**src/rtl/adc_serial2parallel.sv**
```systemverilog
// rtl/adc_serial2parallel.sv - codec ADC left-justified serial stream to parallel sample deserializer
module adc_serial2parallel #(
    parameter int DATA_WIDTH  = 16,
    parameter int SYNC_STAGES = 2
) (
    input  logic                  CLOCK_50,
    input  logic                  resetn,
    input  logic                  left_channel,
    input  logic                  AUD_BCLK,
    input  logic                  AUD_ADCLRCK,
    input  logic                  AUD_ADCDAT,
    output logic [DATA_WIDTH-1:0] ADCDATA,
    output logic                  ADCDATA_VALID,
    input  logic                  ADCDATA_ACK,
    output logic                  ADC_OVERRUN
);

    localparam int CW = (DATA_WIDTH > 1) ? $clog2(DATA_WIDTH) : 1;
    localparam logic [CW-1:0] LAST_BIT = CW'(DATA_WIDTH - 1);

    typedef enum logic [1:0] {ST_SYNC, ST_ARMED, ST_SHIFT, ST_HOLD} state_t;

    state_t                  state;
    logic [SYNC_STAGES-1:0]  bclk_sync;
    logic [SYNC_STAGES-1:0]  lrck_sync;
    logic [SYNC_STAGES-1:0]  dat_sync;
    logic                    bclk_prev;
    logic [DATA_WIDTH-2:0]   shift_reg;
    logic [CW-1:0]           bit_cnt;

    logic                    bclk_s;
    logic                    lrck_s;
    logic                    dat_s;
    logic                    bclk_rise;
    logic                    act;
    logic [DATA_WIDTH-1:0]   shift_next;
    logic                    word_done;

    assign bclk_s     = bclk_sync[SYNC_STAGES-1];
    assign lrck_s     = lrck_sync[SYNC_STAGES-1];
    assign dat_s      = dat_sync[SYNC_STAGES-1];
    assign bclk_rise  = bclk_s & ~bclk_prev;
    assign act        = left_channel ? ~lrck_s : lrck_s;
    assign shift_next = {shift_reg, dat_s};
    assign word_done  = (state == ST_SHIFT) && act && bclk_rise && (bit_cnt == LAST_BIT);

    // Identical chains keep BCLK, LRCK and DAT aligned relative to each other.
    always_ff @(posedge CLOCK_50 or negedge resetn) begin
        if (!resetn) begin
            bclk_sync <= '0;
            lrck_sync <= '0;
            dat_sync  <= '0;
            bclk_prev <= 1'b0;
        end else begin
            bclk_sync <= {bclk_sync[SYNC_STAGES-2:0], AUD_BCLK};
            lrck_sync <= {lrck_sync[SYNC_STAGES-2:0], AUD_ADCLRCK};
            dat_sync  <= {dat_sync[SYNC_STAGES-2:0], AUD_ADCDAT};
            bclk_prev <= bclk_s;
        end
    end

    always_ff @(posedge CLOCK_50 or negedge resetn) begin
        if (!resetn) begin
            state         <= ST_SYNC;
            shift_reg     <= '0;
            bit_cnt       <= '0;
            ADCDATA       <= '0;
            ADCDATA_VALID <= 1'b0;
            ADC_OVERRUN   <= 1'b0;
        end else begin
            if (ADCDATA_VALID && ADCDATA_ACK) begin
                ADCDATA_VALID <= 1'b0;
            end

            // A completed word overrides the ack-clear above in the same cycle.
            if (word_done) begin
                ADCDATA       <= shift_next;
                ADCDATA_VALID <= 1'b1;
                if (ADCDATA_VALID && !ADCDATA_ACK) begin
                    ADC_OVERRUN <= 1'b1;
                end
            end

            case (state)
                ST_SYNC: begin
                    if (!act) begin
                        state <= ST_ARMED;
                    end
                end
                ST_ARMED: begin
                    if (act) begin
                        state     <= ST_SHIFT;
                        bit_cnt   <= '0;
                        shift_reg <= '0;
                    end
                end
                ST_SHIFT: begin
                    if (!act) begin
                        state <= ST_ARMED;
                    end else if (bclk_rise) begin
                        if (bit_cnt == LAST_BIT) begin
                            state <= ST_HOLD;
                        end else begin
                            shift_reg <= shift_next[DATA_WIDTH-2:0];
                            bit_cnt   <= bit_cnt + 1'b1;
                        end
                    end
                end
                ST_HOLD: begin
                    if (!act) begin
                        state <= ST_ARMED;
                    end
                end
                default: state <= ST_SYNC;
            endcase
        end
    end

endmodule

```
**config.mk**
```make
export PLATFORM = sky130hd
export DESIGN_NAME = adc_serial2parallel
export DESIGN_NICKNAME = d
export VERILOG_FILES = /design/src/rtl/adc_serial2parallel.sv
export SDC_FILE = /design/constraint.sdc
export NUM_CORES = 1
export LEC_CHECK = 0
export CAP_MARGIN = 0
export CORE_ASPECT_RATIO = 1.5
export CORE_MARGIN = 1
export CORE_UTILIZATION = 55
export CTS_BUF_LIST = sky130_fd_sc_hd__clkbuf_2
export CTS_CLUSTER_SIZE = 16
export DETAILED_ROUTE_END_ITERATION = 12
export PLACE_DENSITY_LB_ADDON = 0.25
export SETUP_SLACK_MARGIN = 0.02
export SYNTH_ARGS = -nofsm -noshare
export SYNTH_HDL_FRONTEND = slang
export SYNTH_SLANG_ARGS = --single-unit
```
**constraint.sdc**
```tcl
create_clock -name CLOCK_50 -period 2.6 [get_ports CLOCK_50]
set_clock_uncertainty 0.05 [all_clocks]
set_input_delay 0.52 -clock CLOCK_50 [delete_from_list [all_inputs] [get_ports CLOCK_50]]
set_output_delay 0.52 -clock CLOCK_50 [all_outputs]
set_load 0.005 [all_outputs]
```
**Word level (Yosys, flattened, before mapping)**

Index checks and enable logic that the tools add are counted.

- Register bits: 46
- Bits in latches: 0
- Memory bits (writable): 0
- ROM bits: 0
- Input bits: 7
- Output and inout bits: 18
- Logic and storage cells: 57
- Memories: 0

- Add/sub/neg operators: 1
- Multipliers: 0
- Divide/modulo/power cells: 0
- Order comparisons: 0
- Equal/unequal tests: 11
- Shift operators: 0
- Muxes and demuxes: 19
- Bitwise operators: 3
- Reduce and logical (&&, ||, !) cells: 13

Operators with widths:

| kind | number |
|---|---|
| 2-to-1 mux 15 bit | 4 |
| case mux 15 bit (2 select lines) | 1 |
| 2-to-1 mux 4 bit | 4 |
| 2-to-1 mux 2 bit | 5 |
| inequality test 2 bit (second input constant) | 5 |
| case mux 4 bit (2 select lines) | 1 |
| case mux 2 bit (3 select lines) | 1 |
| logical AND 1 bit | 5 |
| AND reduction 5 bit | 1 |
| adder 4 x 1 -> 4 bit (second input constant) | 1 |
| equality test 2 bit (second input constant) | 2 |
| equality test 4 bit (second input constant) | 1 |
| AND reduction 4 bit | 1 |
| nonzero test 2 bit | 2 |
| 2-to-1 mux 1 bit | 3 |
| inequality test 3 x 2 -> 1 bit (second input constant) | 1 |
| inequality test 3 bit (second input constant) | 1 |
| equality test 2 x 1 -> 1 bit (second input constant) | 1 |
| logical NOT 2 bit | 1 |
| NOT 1 bit | 2 |
| AND reduction 2 bit | 1 |
| OR reduction 2 bit | 1 |
| AND 1 bit | 1 |
| logical NOT 1 bit | 1 |

**Longest topological paths before layout**

- Word-level depth: 6
- Mapped depth: 8
- Mapped depth without buffers: 6

**Worst setup path after synthesis**

No wires, ideal clock.

- Kind: register to register
- Start point: register state[0]
- End point: register ADCDATA[10]
- Library setup time: 0.125 ns
- Arrival time: 1.712 ns
- Required time: 2.425 ns
- Setup slack: 0.713 ns
- Stages on the path, launching flop included: 7
- Buffers on the path: 1
- Clock period less this slack: 1.887 ns
- Path through: dfrtp_1 -> inv_1 -> ha_1 -> nand4_2 -> nor3_4 -> buf_12 -> mux2_4

- Longest elaborated chain between the ends: 4

RTL lines:

| element | RTL line | RTL |
|---|---|---|
| start, declared | 23 | `state_t state;` |
| start signal, assigned | 64 | `state <= ST_SYNC;` |
| start signal, assigned | 87 | `state <= ST_ARMED;` |
| start signal, assigned | 92 | `state <= ST_SHIFT;` |
| equality test 2 bit | 45 | `assign word_done = (state == ST_SHIFT) && act && bclk_rise && (bit_cnt == LAST_BIT);` |
| logical AND 1 bit (3 in series) | 45 |  |
| end signal, assigned | 77 | `ADCDATA <= shift_next;` |
| end, declared | 12 | `output logic [DATA_WIDTH-1:0] ADCDATA,` |

Every way passes these cells.
A chain may end at the register's enable or synchronous reset.

**Final worst setup path**

- Start point: register ADCDATA[6]
- End point: output port ADCDATA[6]

No word-level cell between the ends.

==> flow_summary_export.csv <==
group,metric,value,unit
placed_design,dp.cells,186,
timing,clock.fmax,0.532,GHz
grt,antenna_found_initial,0,
floorplan,start_util,58.2,%
synthesis,async_flop_share,100,%
detailed_routing,ant_nets,0,
synthesis,yosysUniqueCellTypes,33,
timing,rsz0062_at_grt,"no",
pwr,power_density,646,mW/mm²
floorplan,die_x,49.5,µm
clock_network,cts_tree,"done",
pwr,seq_power_share,54.7,%
worst_setup_path,path_buf_inv,1,
grt,track_usage,20.4,%
pwr,p_leak,1.09,nW
clock_network,cts_setup_buffers,0,
pwr,clkPwrFrac,26.4,%
status,outcome,"complete, no violations",
worst_setup_path,cp_max_fo,2,
hold_path,hold_depth,0,
cells_and_area,fin_cells,195,
synthesis,synth-edff-count,0,
placed_design,place_hpwl,2200,µm
detailed_routing,routedWlPerCell,15.3,µm
timing,min_period,1.88,ns
hold_path,min_from,"bclk_sync[0]",
placed_design,io_buffers,24,
clock_network,root_buffer,"clkbuf_2",
placed_design,gp_congestion,0.818,
worst_setup_path,path_cells,"clkdlybuf4s50_1",
detailed_routing,dr.pass1.iters,4,
worst_setup_path,critical_path.startpoint_type,"register",
hold_path,holdCritPathClass,"reg -> reg",
pwr,internal_power,0.00103,W
detailed_routing,drt_iter0_markers,29,
synthesis,syn_area,0.00186,mm²
timing,setup_viol,0,
timing,post-route-period-util,72.2,%
floorplan,io_pins,25,
clock_network,clockBufferDepth,2,
synthesis,synth_nets,133,
synthesis,synth_area_leaders,"dfrtp_1 62%, a22o_1 7.1%, mux2_4 6.5%, mux2_2 5.5%, ha_1 2.7%",
clock_network,htreeDepth,2,
detailed_routing,wl,2990,µm
grt,grt_max_degree,22,
pwr,peakVddDrop,517,µV
pwr,power,0.00142,W
synthesis,synth_top_area_share,62.0,%
placed_design,placed_cell_area,0.00213,mm²
floorplan,fp-row-count,25,
worst_setup_path,critPathSlowestCell,"clkdlybuf4s50_1",
grt,first_global_vias,1110,
detailed_routing,vias_per_cell,5.50,
synthesis,synth_ff_type,"dfrtp_1",
worst_setup_path,reg2reg_depth,6,
cells_and_area,largest_reg_flops,16,
worst_setup_path,reg2reg_to,"ADCDATA[2]",
timing,holdWs,0.331,ns
clock_network,cts.sinks,46,
timing,finalMaxSlewViolations,0,
worst_setup_path,worst_path_dominant_cell_family,"buffers and inverters",
synthesis,ys_seq_area_share,62.0,%
pwr,p_sw_share,27.5,%
cells_and_area,final_net_count,165,
worst_setup_path,cp_slowest_stage_delay,0.51,ns
worst_setup_path,crit_arrival,1.31,ns
worst_setup_path,r2r_start,"state[0]",
synthesis,synth-seq-cells,46,
floorplan,die_area,0.00362,mm²
cells_and_area,drive_above_1_share,25.8,%
clock_network,path_clk_slew,0.20,ns
synthesis,postSynthAreaPerCell,15.2,µm²
detailed_routing,vias,1073,
grt,grt_pass1_wl,5220,µm
pwr,p_switching,0.000392,W
cells_and_area,final_area,0.00220,mm²
timing,worst_pin_slew,0.515,ns
clock_network,insertion_delay,0.40,ns
flow_run,maxCapViolCount,0,
detailed_routing,drc_errors,0,
floorplan,fp.coreArea,0.00319,mm²
floorplan,die_h,73.2,µm
cells_and_area,area_delta_synth_final,18.7,%
timing,hold_violations,0,
pwr,p_comb_share,18.9,%
synthesis,synth.yosys.warnings,0,
cells_and_area,antenna_cells,0,
synthesis,syn_inst,122,
timing,max_slew_margin,65.7,%
worst_setup_path,reg2reg_slack,0.74,ns
grt,grt_overflow,0,
clock_network,cts_resized,0,
synthesis,yosys.area.top_type,"dfrtp_1",
worst_setup_path,end_kind,"output pin",
clock_network,numCtsBuffers,5,
worst_setup_path,critPathKind,"reg -> out",
clock_network,cts_hold_buf,1,
worst_setup_path,cp.required,2.03,ns
timing,fin_setup_tns,0,ns
hold_path,whs_endpoint,"bclk_sync[1]",
cell usage in the layout (no fill, tap or decap), drive strengths merged, types with 2 or more instances in the layout:
cell | Yosys | final
dfrtp | 46 | 46
clkdlybuf4s50 | 0 | 23
mux2 | 17 | 17
a22o | 15 | 15
clkbuf | 1 | 7
buf | 4 | 6
inv | 5 | 5
ha | 4 | 4
nor2 | 3 | 3
nand2 | 3 | 3
nand3 | 2 | 2
o21ai | 2 | 2
and3 | 2 | 2
a221o | 2 | 2
final cells by class:
type / count / area, µm²
well taps: 40 / 50.0
flip-flops and latches: 46 / 1150
inverters: 5 / 18.8
clock buffers: 7 / 35.0
clock inverters: 1 / 30.0
multi-input cells: 66 / 637
repair buffers: 30 / 283
fillers: 238 / 986
worst max path at each step:
stage            startpoint            to  slack (ns)  cells after the start
2_1_floorplan      state[0]   ADCDATA[10]        0.71                      6
3_3_place_gp   left_channel    bit_cnt[3]        0.37                      5
3_5_place_dp   left_channel    bit_cnt[3]        0.28                      5
4_1_cts         ADCDATA[11]   ADCDATA[11]        0.68                      1
5_1_grt            state[0]  shift_reg[8]        0.60                      7
6_report         ADCDATA[6]    ADCDATA[6]        0.72                      1
synth_stat cells (2+ instances only):
| cell | count |
|---|---|
| dfrtp_1 | 46 |
| a22o_1 | 15 |
| mux2_2 | 9 |
| mux2_4 | 8 |
| inv_1 | 5 |
| ha_1 | 4 |
| nor2_1 | 3 |
| a221o_1 | 2 |
| and3_1 | 2 |
| buf_6 | 2 |
| nand2_1 | 2 |
| nand3_1 | 2 |
| o21ai_0 | 2 |
routing by layer:
metal	wire (µm)	vias to the layer above	GRT usage, %
met5	0	-	0
met4	93	0	12.4
met2	1470	23	31.1
met3	110	7	6.04
met1	1320	536	25.7
li1	-	507	-
cells by family after synthesis:
family | count (synthesis) | synth area share, %
xor+xnor | 1 | 0.876
buf+inv | 10 | 3.77
fa+ha+maj | 4 | 2.69
flops | 46 | 62.0
compound gates | 27 | 12.5
mux | 18 | 12.5
simple gates | 16 | 5.72
through the flow:
step | worst slack (ns) | utilization, %
floorplan | 0.713 | -
global placement | 0.366 | 66.7
detailed placement | 0.276 | 66.7
CTS | 0.678 | 69.1
global route | 0.598 | 69.1
finish | 0.722 | 69.1
power by group through the flow:
stage          registers, W  clock network (W)  logic [W]
6_report           0.000779           0.000376   0.000269
2_1_floorplan      0.000784                  0   0.000210
5_1_grt            0.000784           0.000412   0.000304
3_5_place_dp       0.000791                  0   0.000268
4_1_cts            0.000779           0.000393   0.000271
3_3_place_gp       0.000789                  0   0.000250
(Power assumes the default switching activity.)
